## src/rtl/mdec_out_pack.sv

```systemverilog
// mdec_out_pack: MDEC output packer.
// Converts each accepted pixel to 4/8/15/24-bit form and packs the results
// little-endian, nibble by nibble, into 32-bit words for the output FIFO.
// Optional build macro: MDEC_PACK_ROUND_EN selects round-to-nearest (saturating)
// 8-to-5 bit channel reduction for 15-bit pixels; otherwise channels are truncated.
module mdec_out_pack (
  input  logic        clk,
  input  logic        rst_n,
  input  logic        pix_valid,
  output logic        pix_ready,
  input  logic [23:0] pix_data,
  input  logic [1:0]  depth,
  input  logic        sign,
  input  logic        mask,
  input  logic        clr,
  output logic [31:0] out_data,
  output logic        out_we,
  input  logic        out_full,
  output logic        busy
);

  // 12-nibble shift buffer; nibble 0 is the next to leave in out_data[3:0]
  logic [47:0] pack_buf;
  logic [3:0]  cnt;

  logic [7:0]  v_r, v_g, v_b;
  logic [4:0]  r5, g5, b5;
  logic [23:0] pix_bits;
  logic [3:0]  pix_nibbles;
  logic        emit;
  logic        accept;
  logic [3:0]  cnt_after_emit;
  logic [4:0]  fill;
  logic [47:0] buf_after_emit;
  logic [47:0] placed;

`ifdef MDEC_PACK_ROUND_EN
  logic [5:0] r_rnd, g_rnd, b_rnd;

  // (v + 4) >> 3 equals v[7:3] plus a carry from bit 2; bit 5 flags overflow past 5'h1F
  always_comb begin
    r_rnd = {1'b0, v_r[7:3]} + {5'd0, v_r[2]};
    g_rnd = {1'b0, v_g[7:3]} + {5'd0, v_g[2]};
    b_rnd = {1'b0, v_b[7:3]} + {5'd0, v_b[2]};
    r5    = r_rnd[5] ? 5'h1F : r_rnd[4:0];
    g5    = g_rnd[5] ? 5'h1F : g_rnd[4:0];
    b5    = b_rnd[5] ? 5'h1F : b_rnd[4:0];
  end
`else
  // Plain truncation of each channel to its top five bits
  always_comb begin
    r5 = v_r[7:3];
    g5 = v_g[7:3];
    b5 = v_b[7:3];
  end
`endif

  // Sign handling and per-depth formatting of the incoming pixel
  always_comb begin
    v_r         = pix_data[7:0]   ^ (sign ? 8'h00 : 8'h80);
    v_g         = pix_data[15:8]  ^ (sign ? 8'h00 : 8'h80);
    v_b         = pix_data[23:16] ^ (sign ? 8'h00 : 8'h80);
    pix_bits    = 24'd0;
    pix_nibbles = 4'd1;
    case (depth)
      2'd0: begin
        pix_bits    = {20'd0, v_r[7:4]};
        pix_nibbles = 4'd1;
      end
      2'd1: begin
        pix_bits    = {16'd0, v_r};
        pix_nibbles = 4'd2;
      end
      2'd2: begin
        pix_bits    = {v_b, v_g, v_r};
        pix_nibbles = 4'd6;
      end
      default: begin
        pix_bits    = {8'd0, mask, b5, g5, r5};
        pix_nibbles = 4'd4;
      end
    endcase
  end

  // Emit/accept decisions; the new pixel lands above whatever survives this cycle's emit
  always_comb begin
    emit           = ~clr & ~out_full & (cnt >= 4'd8);
    cnt_after_emit = emit ? (cnt - 4'd8) : cnt;
    fill           = {1'b0, cnt_after_emit} + {1'b0, pix_nibbles};
    pix_ready      = ~clr & (fill <= 5'd12);
    accept         = pix_valid & pix_ready;
    buf_after_emit = emit ? {32'd0, pack_buf[47:32]} : pack_buf;
    placed         = {24'd0, pix_bits} << {cnt_after_emit, 2'b00};
  end

  // Buffer and nibble count; clr discards everything including complete words
  always_ff @(posedge clk or negedge rst_n) begin
    if (!rst_n) begin
      pack_buf <= 48'd0;
      cnt      <= 4'd0;
    end else if (clr) begin
      pack_buf <= 48'd0;
      cnt      <= 4'd0;
    end else if (accept) begin
      pack_buf <= buf_after_emit | placed;
      cnt      <= cnt_after_emit + pix_nibbles;
    end else begin
      pack_buf <= buf_after_emit;
      cnt      <= cnt_after_emit;
    end
  end

  // Bits above cnt are always zero, so the low word is stable while a write is stalled
  always_comb begin
    out_data = pack_buf[31:0];
    out_we   = emit;
    busy     = (cnt != 4'd0);
  end

endmodule

```

## config.mk

```make
export PLATFORM = sky130hd
export DESIGN_NAME = mdec_out_pack
export DESIGN_NICKNAME = d
export VERILOG_FILES = /design/src/rtl/mdec_out_pack.sv
export SDC_FILE = /design/constraint.sdc
export NUM_CORES = 1
export LEC_CHECK = 0
export ABC_AREA = 1
export ABC_CLOCK_PERIOD_IN_PS = 4400
export CORE_ASPECT_RATIO = 1.1
export CORE_MARGIN = 5
export CORE_UTILIZATION = 45
export CTS_CLUSTER_DIAMETER = 50
export DETAILED_ROUTE_END_ITERATION = 10
export GPL_TIMING_DRIVEN = 0
export PLACE_DENSITY = 0.74
export SETUP_SLACK_MARGIN = 0.05
export SLEW_MARGIN = 20
export SYNTH_ARGS = -nofsm -noshare
export SYNTH_HDL_FRONTEND = slang
export SYNTH_SLANG_ARGS = --single-unit
```

## constraint.sdc

```tcl
create_clock -name clk -period 4.4 [get_ports clk]
set_input_delay 1.32 -clock clk [delete_from_list [all_inputs] [get_ports clk]]
set_output_delay 1.32 -clock clk [all_outputs]
set_load 0.02 [all_outputs]
```

==> results.ini <==
[timing]
setup_slack_ns = 0.0795
setup_viol = 0
maxSlewViolCount = 0
fmax_ghz = 0.231
rsz0062_at_grt = no
hold_viol = 0
slew_headroom = 0.463
fin_crit_sh = 0.982
min_period_ns = 4.32
max_slew.worst_pin.slew_ns = 0.803
finClkSkew_ns = 0.00754

[logic_synthesis]
synth_top_area_cell = dfrtp_1
ys.warnings.count = 0
yosys-top-cells-area = dfrtp_1, nand2_1, nand3_1
ys_types = 33
yosysSeqAreaShare = 0.311
netlist_area_sq_mm = 0.00419
synth_edf_count = 0
synth-main-ff-cell = dfrtp_1
avgSynthCellArea_sq_um = 6.61
syn_nets = 675
post-synth-top-count-cell = nand2_1
synth_seq_cells = 52
netlist_top_cells_count = nand2_1, nand3_1, dfrtp_1
synth.top_cell.area_share = 0.311
async_reset_ff_frac = 1.00
synth_cells = 633

[cts]
cts.sink_count = 52
path_clk_slew_ns = 0.10
clock_latency_ns = 0.32
cts_buffers = 5
cts_buffer_depth = 2
cts_root_buffer = clkbuf_8
hold_buffers = 0
cts_tree = yes
htreeDepth = 2

[floorplanning]
core-area_sq_mm = 0.00921
initial_core_util = 0.454
fp.dieH_um = 111
ios = 68
die_w_um = 102
rows = 37
die_area_sq_mm = 0.0113

[cells_and_area]
antenna_cells = 0
drive_above_1_share = 0.133
fill_cells = 904
syn_to_final_growth_pct = 26.7
fin_nets = 757
fin_util = 0.576

[power]
p_per_area_mw_per_mm2 = 319
seqPwrFrac = 0.319
switching_power_uw = 704
combPwrFrac = 0.468
power_switching_share = 0.416
p_total_uw = 1690
power_frac_clock = 0.214
p_leak_uw = 0.00247
p_int_uw = 987
ir_worst_vdd_mv = 0.179

[placement]
portBuffers = 67
pre_cts_slack_ns = -1.19
dp_hpwl_mm = 12.0
place.gp.congestion = 1.01

[global_route]
grtUsageTotal = 0.271
grt_max_degree = 53
grt_pass1_wl_mm = 24.1
grt-ovfl-total = 0
grt_pass1_vias = 4494
antenna_found_initial = 0

[setup_path]
r2r_setup_slack_ns = 1.83
crit_type = in2out
cp.required_ns = 3.08
worstSetupStartpointType = input port
crit_path_max_fanout = 3
cp-end-kind = primary output
timing.critical_path.arrival_ns = 3.00

[route]
drt_iter0_markers = 249
drc = 0
vias = 4554
firstDrtPassIters = 5
post_drt_wl_per_cell_um = 18.0
via_per_inst = 5.47
ant_nets = 0
wl_mm = 15.0

[min_path]
min_path_type = reg2reg

[flow_run]
max_cap_violations = 0

[outcome]
status = complete, no violations

routing by layer:
metal	part of all wire	GRT usage	up-vias
li1	-	-	2212
met1	0.43	0.367	2144
met2	0.48	0.438	166
met3	0.055	0.0327	32
met4	0.037	0.0989	0
met5	0	0	-
cell type report:
class	count	area, sq um	share of cell area
Multi-Input combinational cell	482	2480	0.467
Clock buffer	6	82.6	0.0156
Buffer	66	409	0.0771
Sequential cell	52	1300	0.245
Clock inverter	2	38.8	0.00731
Tap cell	117	146	0.0276
Inverter	33	131	0.0248
Timing Repair Buffer	75	721	0.136
worst max-delay path, stage by stage:
cell and delay, ns:
clkdlybuf4s15_2 0.20, inv_2 0.06, ha_4 0.17, ha_4 0.16, fa_2 0.53, nor2_1 0.05, nor2_2 0.14, nand3_4 0.10
nand2_4 0.07, inv_1 0.04, buf_4 0.14
cells by family after synthesis:
logic type | count (synthesis) | share of synthesized area
AO/OA/AOI/OAI | 82 | 0.105
XOR/XNOR | 1 | 0.00209
adder cells (fa/ha/maj) | 9 | 0.0287
buffers and inverters | 99 | 0.123
flip-flops | 52 | 0.311
multiplexers | 14 | 0.0335
AND/OR/NAND/NOR | 376 | 0.397
flip-flops by register name, summed over array words and instances (netlist names):
| register | flops |
|---|---|
| pack_buf | 48 |
| cnt | 4 |
stage by stage:
stage | hold slack, ns | TNS, ns | cells | cell area (sq um)
4_1_cts | 0.540 | -0.00431 | 830 | 5230
3_3_place_gp | 0.520 | -1.51 | 817 | 5000
5_1_grt | 0.561 | 0 | 833 | 5310
6_report | 0.542 | 0 | 833 | 5310
2_1_floorplan | 0.510 | 0 | 633 | 4190
3_5_place_dp | 0.525 | -1.66 | 817 | 5000
final timing paths:
| path | start | endpoint | cells past startpoint |
|---|---|---|---|
| max | depth[1] | pix_ready | 11 |
| min | pack_buf[43]$_DFF_PN0_ | pack_buf[43]$_DFF_PN0_ | 2 |
| max reg2reg | cnt[0]$_DFFE_PN0P_ | pack_buf[24]$_DFF_PN0_ | 12 |
| min reg2reg | pack_buf[43]$_DFF_PN0_ | pack_buf[43]$_DFF_PN0_ | 2 |
| max in group asynchronous | rst_n | pack_buf[17]$_DFF_PN0_ | 1 |
| min in group asynchronous | rst_n | pack_buf[8]$_DFF_PN0_ | 1 |
power groups by stage:
stage	clock, uW	sequential, uW	combinational, uW
2_1_floorplan	0	539	467
4_1_cts	363	537	754
3_3_place_gp	0	543	736
6_report	361	539	790
3_5_place_dp	0	545	736
5_1_grt	379	544	863
repair_timing:
action / CTS / global route
gates cloned: 0 / 0
setup buffers: 5 / 3
setup endpoints to repair: 2 / 1
resized for setup: 31 / 12
pin swaps: 6 / 6
cells in the final DEF, fill, tap and decap left out, types with 14 or more instances in the layout:
cell type	Yosys	final
buf_4	36	45
dfrtp_1	52	52
clkdlybuf4s50_1	0	62
clkbuf_1	22	22
nand3_1	110	108
mux2i_1	14	14
inv_1	29	25
nand2_1	211	210
a21oi_1	44	42
nor2_1	28	27
o21ai_0	21	21
Power figures use the tool's default switching activity.
